[src/rtl/output_block.sv]
// output_block: FIFO-buffered serialiser for one crossbar lane. Each byte leaves as a
// 10-bit frame (start 0, data LSB-first, stop 1), launched only on the shared clk10 strobe.
module output_block #(
    parameter int DATA_W     = 8,
    parameter int FIFO_DEPTH = 4
) (
    input  logic                        clk,
    input  logic                        rst,
    input  logic                        clk10,
    input  logic [DATA_W-1:0]           in_data,
    input  logic                        in_valid,
    output logic                        in_ready,
    output logic [$clog2(FIFO_DEPTH):0] fifo_count,
    output logic                        tx_serial,
    output logic                        tx_active,
    output logic                        tx_done,
    output logic                        frame_err,
    input  logic                        err_clr
);

    localparam int PTR_W   = $clog2(FIFO_DEPTH);
    localparam int CNT_W   = PTR_W + 1;
    localparam int FRAME_W = DATA_W + 2;

    localparam logic [3:0]       LAST_BIT  = 4'(FRAME_W - 1);
    localparam logic [3:0]       STOP_PREV = 4'(FRAME_W - 2);
    localparam logic [CNT_W-1:0] FULL_CNT  = CNT_W'(FIFO_DEPTH);
    localparam logic [CNT_W-1:0] ZERO_CNT  = {CNT_W{1'b0}};
    localparam logic [CNT_W-1:0] ONE_CNT   = CNT_W'(1);
    localparam logic [PTR_W-1:0] ONE_PTR   = PTR_W'(1);

    typedef enum logic [0:0] {
        ST_IDLE = 1'b0,
        ST_SEND = 1'b1
    } state_t;

    logic [DATA_W-1:0]  mem_r [FIFO_DEPTH];
    logic [PTR_W-1:0]   wr_ptr_r;
    logic [PTR_W-1:0]   rd_ptr_r;
    logic [CNT_W-1:0]   count_r;

    state_t             state_r;
    state_t             state_s;
    logic [FRAME_W-1:0] shift_r;
    logic [FRAME_W-1:0] shift_s;
    logic [3:0]         bit_cnt_r;
    logic [3:0]         bit_cnt_s;
    logic               tx_serial_r;
    logic               tx_serial_s;
    logic               tx_active_r;
    logic               tx_active_s;
    logic               tx_done_r;
    logic               tx_done_s;
    logic               frame_err_r;
    logic               frame_err_s;
    logic               err_set_s;

    logic               fifo_empty_s;
    logic               push_s;
    logic               load_s;

    assign in_ready     = (count_r < FULL_CNT);
    assign fifo_empty_s = (count_r == ZERO_CNT);
    assign push_s       = in_valid && in_ready;

    // A frame is loaded only on the strobe, either from idle or exactly at the stop bit.
    assign load_s = clk10 && !fifo_empty_s &&
                    ((state_r == ST_IDLE) || ((state_r == ST_SEND) && (bit_cnt_r == LAST_BIT)));

    assign fifo_count = count_r;
    assign tx_serial  = tx_serial_r;
    assign tx_active  = tx_active_r;
    assign tx_done    = tx_done_r;
    assign frame_err  = frame_err_r;

    // FIFO storage write port
    always_ff @(posedge clk or posedge rst) begin
        if (rst) begin
            for (int i = 0; i < FIFO_DEPTH; i++) begin
                mem_r[i] <= {DATA_W{1'b0}};
            end
        end else if (push_s) begin
            mem_r[wr_ptr_r] <= in_data;
        end
    end

    // FIFO pointers and occupancy; pops happen only on a frame load
    always_ff @(posedge clk or posedge rst) begin
        if (rst) begin
            wr_ptr_r <= {PTR_W{1'b0}};
            rd_ptr_r <= {PTR_W{1'b0}};
            count_r  <= ZERO_CNT;
        end else begin
            if (push_s) begin
                wr_ptr_r <= wr_ptr_r + ONE_PTR;
            end
            if (load_s) begin
                rd_ptr_r <= rd_ptr_r + ONE_PTR;
            end
            case ({push_s, load_s})
                2'b10:   count_r <= count_r + ONE_CNT;
                2'b01:   count_r <= count_r - ONE_CNT;
                default: count_r <= count_r;
            endcase
        end
    end

    // Next-state and next-output logic of the serialiser
    always_comb begin
        state_s     = state_r;
        shift_s     = shift_r;
        bit_cnt_s   = bit_cnt_r;
        tx_serial_s = tx_serial_r;
        tx_active_s = tx_active_r;
        tx_done_s   = 1'b0;
        err_set_s   = 1'b0;

        if (load_s) begin
            shift_s     = {1'b1, mem_r[rd_ptr_r], 1'b0};
            tx_serial_s = 1'b0;
            bit_cnt_s   = 4'd0;
            state_s     = ST_SEND;
            tx_active_s = 1'b1;
        end else begin
            case (state_r)
                ST_IDLE: begin
                    shift_s     = {FRAME_W{1'b1}};
                    bit_cnt_s   = 4'd0;
                    tx_serial_s = 1'b1;
                    tx_active_s = 1'b0;
                end
                ST_SEND: begin
                    if (bit_cnt_r == LAST_BIT) begin
                        state_s     = ST_IDLE;
                        shift_s     = {FRAME_W{1'b1}};
                        bit_cnt_s   = 4'd0;
                        tx_serial_s = 1'b1;
                        tx_active_s = 1'b0;
                    end else begin
                        // Bit 0 is already on the line, so the next bit to drive is bit 1.
                        shift_s     = {1'b1, shift_r[FRAME_W-1:1]};
                        tx_serial_s = shift_r[1];
                        bit_cnt_s   = bit_cnt_r + 4'd1;
                        tx_done_s   = (bit_cnt_r == STOP_PREV);
                        err_set_s   = clk10;
                    end
                end
                default: begin
                    state_s     = ST_IDLE;
                    shift_s     = {FRAME_W{1'b1}};
                    bit_cnt_s   = 4'd0;
                    tx_serial_s = 1'b1;
                    tx_active_s = 1'b0;
                end
            endcase
        end

        if (err_set_s) begin
            frame_err_s = 1'b1;
        end else if (err_clr) begin
            frame_err_s = 1'b0;
        end else begin
            frame_err_s = frame_err_r;
        end
    end

    // Serialiser state and registered outputs
    always_ff @(posedge clk or posedge rst) begin
        if (rst) begin
            state_r     <= ST_IDLE;
            shift_r     <= {FRAME_W{1'b1}};
            bit_cnt_r   <= 4'd0;
            tx_serial_r <= 1'b1;
            tx_active_r <= 1'b0;
            tx_done_r   <= 1'b0;
            frame_err_r <= 1'b0;
        end else begin
            state_r     <= state_s;
            shift_r     <= shift_s;
            bit_cnt_r   <= bit_cnt_s;
            tx_serial_r <= tx_serial_s;
            tx_active_r <= tx_active_s;
            tx_done_r   <= tx_done_s;
            frame_err_r <= frame_err_s;
        end
    end

endmodule

[config.mk]
export PLATFORM = sky130hd
export DESIGN_NAME = output_block
export DESIGN_NICKNAME = d
export VERILOG_FILES = /design/src/rtl/output_block.sv
export SDC_FILE = /design/constraint.sdc
export NUM_CORES = 1
export LEC_CHECK = 0
export ABC_CLOCK_PERIOD_IN_PS = 2600
export CAP_MARGIN = 30
export CORE_MARGIN = 4
export CORE_UTILIZATION = 27
export CTS_CLUSTER_SIZE = 10
export DETAILED_ROUTE_END_ITERATION = 8
export MAX_ROUTING_LAYER = met4
export PLACE_DENSITY_LB_ADDON = 0.05
export SLEW_MARGIN = 30
export SYNTH_ARGS = -nofsm -noshare
export SYNTH_HDL_FRONTEND = slang
export SYNTH_SLANG_ARGS = --single-unit
export TNS_END_PERCENT = 50
[constraint.sdc]
create_clock -name clk -period 2.6 [get_ports clk]
set_input_delay 0.52 -clock clk [delete_from_list [all_inputs] [get_ports clk]]
set_output_delay 0.52 -clock clk [all_outputs]
set_load 0.02 [all_outputs]
==> flow_metrics.py <==
metrics = {
    "synth": {
        "synth_area_leaders": "dfrtp_1 (48%), mux2_2 (15%), dfstp_2 (9.6%)",
        "syn_inst": 166,
        "synthFlopType": "dfrtp_1",
        "yosysSeqAreaShare": 0.572,
        "async_flop_share": 1.00,
        "yosysUniqueCellTypes": 32,
        "synth_area_per_cell_sq_um": 14.9,
        "syn-num-nets": 185,
        "synth_seq_cells": 56,
        "synth_area_sq_um": 2470,
        "synth_edf_count": 0,
        "synth_area_leader_cell": "dfrtp_1",
        "synth_top_area_frac": 0.476,
        "yosysWarnings": 0,
    },
    "detailed_routing": {
        "route.met3.wl_um": 133,
        "routed_wl_um": 4850,
        "vias": 1379,
        "firstDrtPassIters": 4,
        "first_iter_violations": 28,
        "via_per_inst": 4.60,
        "drc_errors": 0,
        "routed.top_layer": "met4",
        "wl_per_cell_um": 16.2,
        "ant_nets": 0,
        "drt-met1-wl_um": 2370,
        "met2_length_um": 2310,
    },
    "timing": {
        "tightest_slew_ns": 0.574,
        "clock_skew_ns": 0.00814,
        "fin_tns_setup_ns": 0,
        "final_max_slew_viol_count": 0,
        "rsz0062_at_grt": "no",
        "fin_crit_sh": 0.822,
        "slew_headroom": 0.617,
        "setup_viol_count_final": 0,
        "period_needed_ns": 2.14,
        "fin_hold_ws_ns": 0.509,
        "hold_viol": 0,
        "fmax_mhz": 468,
    },
    "floorplan": {
        "rows": 34,
        "num_io_pins": 21,
        "core_area_sq_um": 8810,
        "die-area_sq_um": 10700,
        "start_util": 0.280,
        "die_w_um": 104,
        "die-height_um": 104,
    },
    "placement": {
        "portBuffers": 20,
        "hpwl_um": 3280,
        "place_congestion": 0.686,
    },
    "global_routing": {
        "grt_pass1_vias": 1517,
        "gr-total-overflow": 0,
        "grt_usage": 0.0988,
        "grt_pass1_wl_um": 8200,
        "grt_max_degree": 57,
        "antenna_found_initial": 0,
    },
    "cts": {
        "cts_num_sinks": 56,
        "cts_root_buffer": "clkbuf_8",
        "cts_buffers": 5,
        "cts.path.max_buffers": 2,
        "clkSlewWorstSetupHoldPaths_ns": 0.10,
        "cts_setup_buffers": 0,
        "cts_tree": "done",
        "htreeDepth": 2,
        "cts_resized": 0,
        "cts_hold_buf": 0,
        "worstSkewPairLatency_ns": 0.31,
    },
    "power_and_ir_drop": {
        "seqPwrFrac": 0.479,
        "swShare": 0.322,
        "switchingPower_uw": 1080,
        "total_power_uw": 3340,
        "p_int_uw": 2270,
        "peakVddDrop_v": 0.000294,
        "p_per_area_nw_per_um2": 1160,
        "leakagePower_uw": 0.00122,
        "p_clk_frac": 0.153,
        "combPwrFrac": 0.369,
    },
    "setup_path": {
        "endpoint_kind": "flip-flop",
        "slowest_delay_ns": 0.48,
        "worstPathRequired_ns": 2.84,
        "cp-start-kind": "input pin",
        "cpLargestDelayFamily": "buffers and inverters",
        "crit_type": "in -> reg",
        "worstPathCellList": "clkdlybuf4s50_1 -> o31a_1 -> o21ai_2 -> inv_1 -> ha_1 -> inv_1 -> fa_1 -> xor2_1 -> nor2_1 -> xnor2_1",
        "cp_common_cell": "inv_1",
        "cp.buffers_inverters": 3,
        "slowest_stage": "clkdlybuf4s50_1",
        "arrival_ns": 2.37,
        "worstPathMaxFanout": 3,
    },
    "status": {
        "status": "finished clean",
    },
    "cells_and_area": {
        "n_antenna_cell": 0,
        "nets": 210,
        "multi_input_area_sq_um": 960,
        "drive_above_1_share": 0.349,
        "synthToLayoutAreaGrowth_pct": 16.9,
        "fillers": 874,
        "seqCellArea_sq_um": 1410,
    },
    "min_path": {
        "hp-class": "reg -> reg",
    },
    "flow_run": {
        "max_cap_viol_count": 0,
    },
}
==> cell usage in the layout, fill, tap and decap left out <==
cell	netlist	final
dfrtp_1	47	47
mux2_2	32	32
clkdlybuf4s50_1	0	20
inv_1	13	12
dfstp_2	9	9
mux4_2	8	8
o22a_1	7	7
clkbuf_8	0	6
xnor2_1	5	5
ha_1	5	5
nand2_2	4	4
nand2b_1	3	3
nor2_1	3	3
o21ai_0	2	2
xor2_1	2	2
nand2_1	2	2
nand3b_1	2	2
o21a_1	2	2
a21boi_0	2	2
buf_4	2	2
and4bb_4	1	1
o22ai_1	1	1
o31a_1	1	1
o21ai_2	1	1
o211ai_1	1	1
nor2b_1	1	1
a21oi_1	1	1
or2b_1	1	1
or2_1	1	1
o21bai_1	1	1
nor4_1	1	1
inv_2	0	1
mux2i_1	1	1
fa_1	1	1
inv_6	0	1
clkinv_2	0	1
buf_12	0	1
==> worst reg2reg max path: stages, from the launching register on <==
cell,delay (ns)
dfrtp_1,0.45
and4bb_4,0.36
o21ai_2,0.06
inv_1,0.06
ha_1,0.17
inv_1,0.06
fa_1,0.39
xor2_1,0.16
nor2_1,0.13
xnor2_1,0.13
==> state kept, by name (all words and copies together), names as in the netlist <==
signal / cells
wr_ptr_r: 2
shift_r: 8
tx_done: 1
tx_active: 1
mem_r: 32
fifo_count: 3
tx_serial: 1
frame_err: 1
state_r: 1
bit_cnt_r: 4
rd_ptr_r: 2
==> metal layers <==
layer  GRT usage  up-vias
li1            -      636
met1       0.128      721
met2       0.157       18
met3      0.0218        4
met4      0.0285        0
met5           -        -
==> cell families (layout without fill, tap and decap cells) <==
group,after synthesis,after routing,synth area share
XOR/XNOR,7,7,0.0248
adder cells (fa/ha/maj),6,6,0.0334
multiplexers,41,41,0.223
flip-flops,56,56,0.572
AND/OR/NAND/NOR,19,19,0.0486
AO/OA/AOI/OAI,19,19,0.0588
buffers and inverters,18,44,0.0395
==> path summary, 6_finish.rpt <==
path	start	to	slack [ns]	cells past startpoint
setup / recovery	clk10	fifo_count[2]	0.46	10
setup reg to reg	bit_cnt_r[1]	fifo_count[2]	0.56	9
max in group asynchronous	rst	shift_r[7]	1.72	3
hold reg to reg	mem_r[15]	mem_r[15]	0.51	1
min in group asynchronous	rst	tx_done	0.59	3
hold / removal	mem_r[15]	mem_r[15]	0.51	1
==> power groups by stage <==
stage / Sequential, uW / Combinational [uW] / Clock [uW]
after floorplan: 1530 / 994 / 0
after global placement: 1600 / 1210 / 0
after detailed placement: 1630 / 1260 / 0
after CTS: 1610 / 1260 / 536
after global routing: 1660 / 1350 / 569
final: 1600 / 1230 / 510
==> Yosys cell counts, drive strengths merged, types with 5 or more instances <==
cell	count
dfrtp	47
mux2	32
inv	13
dfstp	9
mux4	8
o22a	7
nand2	6
buf	5
ha	5
xnor2	5
==> cell type report <==
type,instances,area share
Clock buffer,6,0.0286
Clock inverter,2,0.00477
Inverter,13,0.0169
Multi-Input combinational cell,92,0.332
Sequential cell,56,0.489
Tap cell,108,0.0468
Timing Repair Buffer,23,0.0815
==> per-stage QoR <==
step | setup slack [ns] | cells | cell area, sq um | util
2_1_floorplan | 0.600 | 166 | 2470 | -
3_3_place_gp | 0.242 | 292 | 2790 | 0.317
3_5_place_dp | 0.109 | 292 | 2790 | 0.317
4_1_cts | 0.441 | 300 | 2890 | 0.328
5_1_grt | 0.363 | 300 | 2890 | 0.328
6_report | 0.464 | 300 | 2890 | 0.328
(Power assumes the default switching activity.)
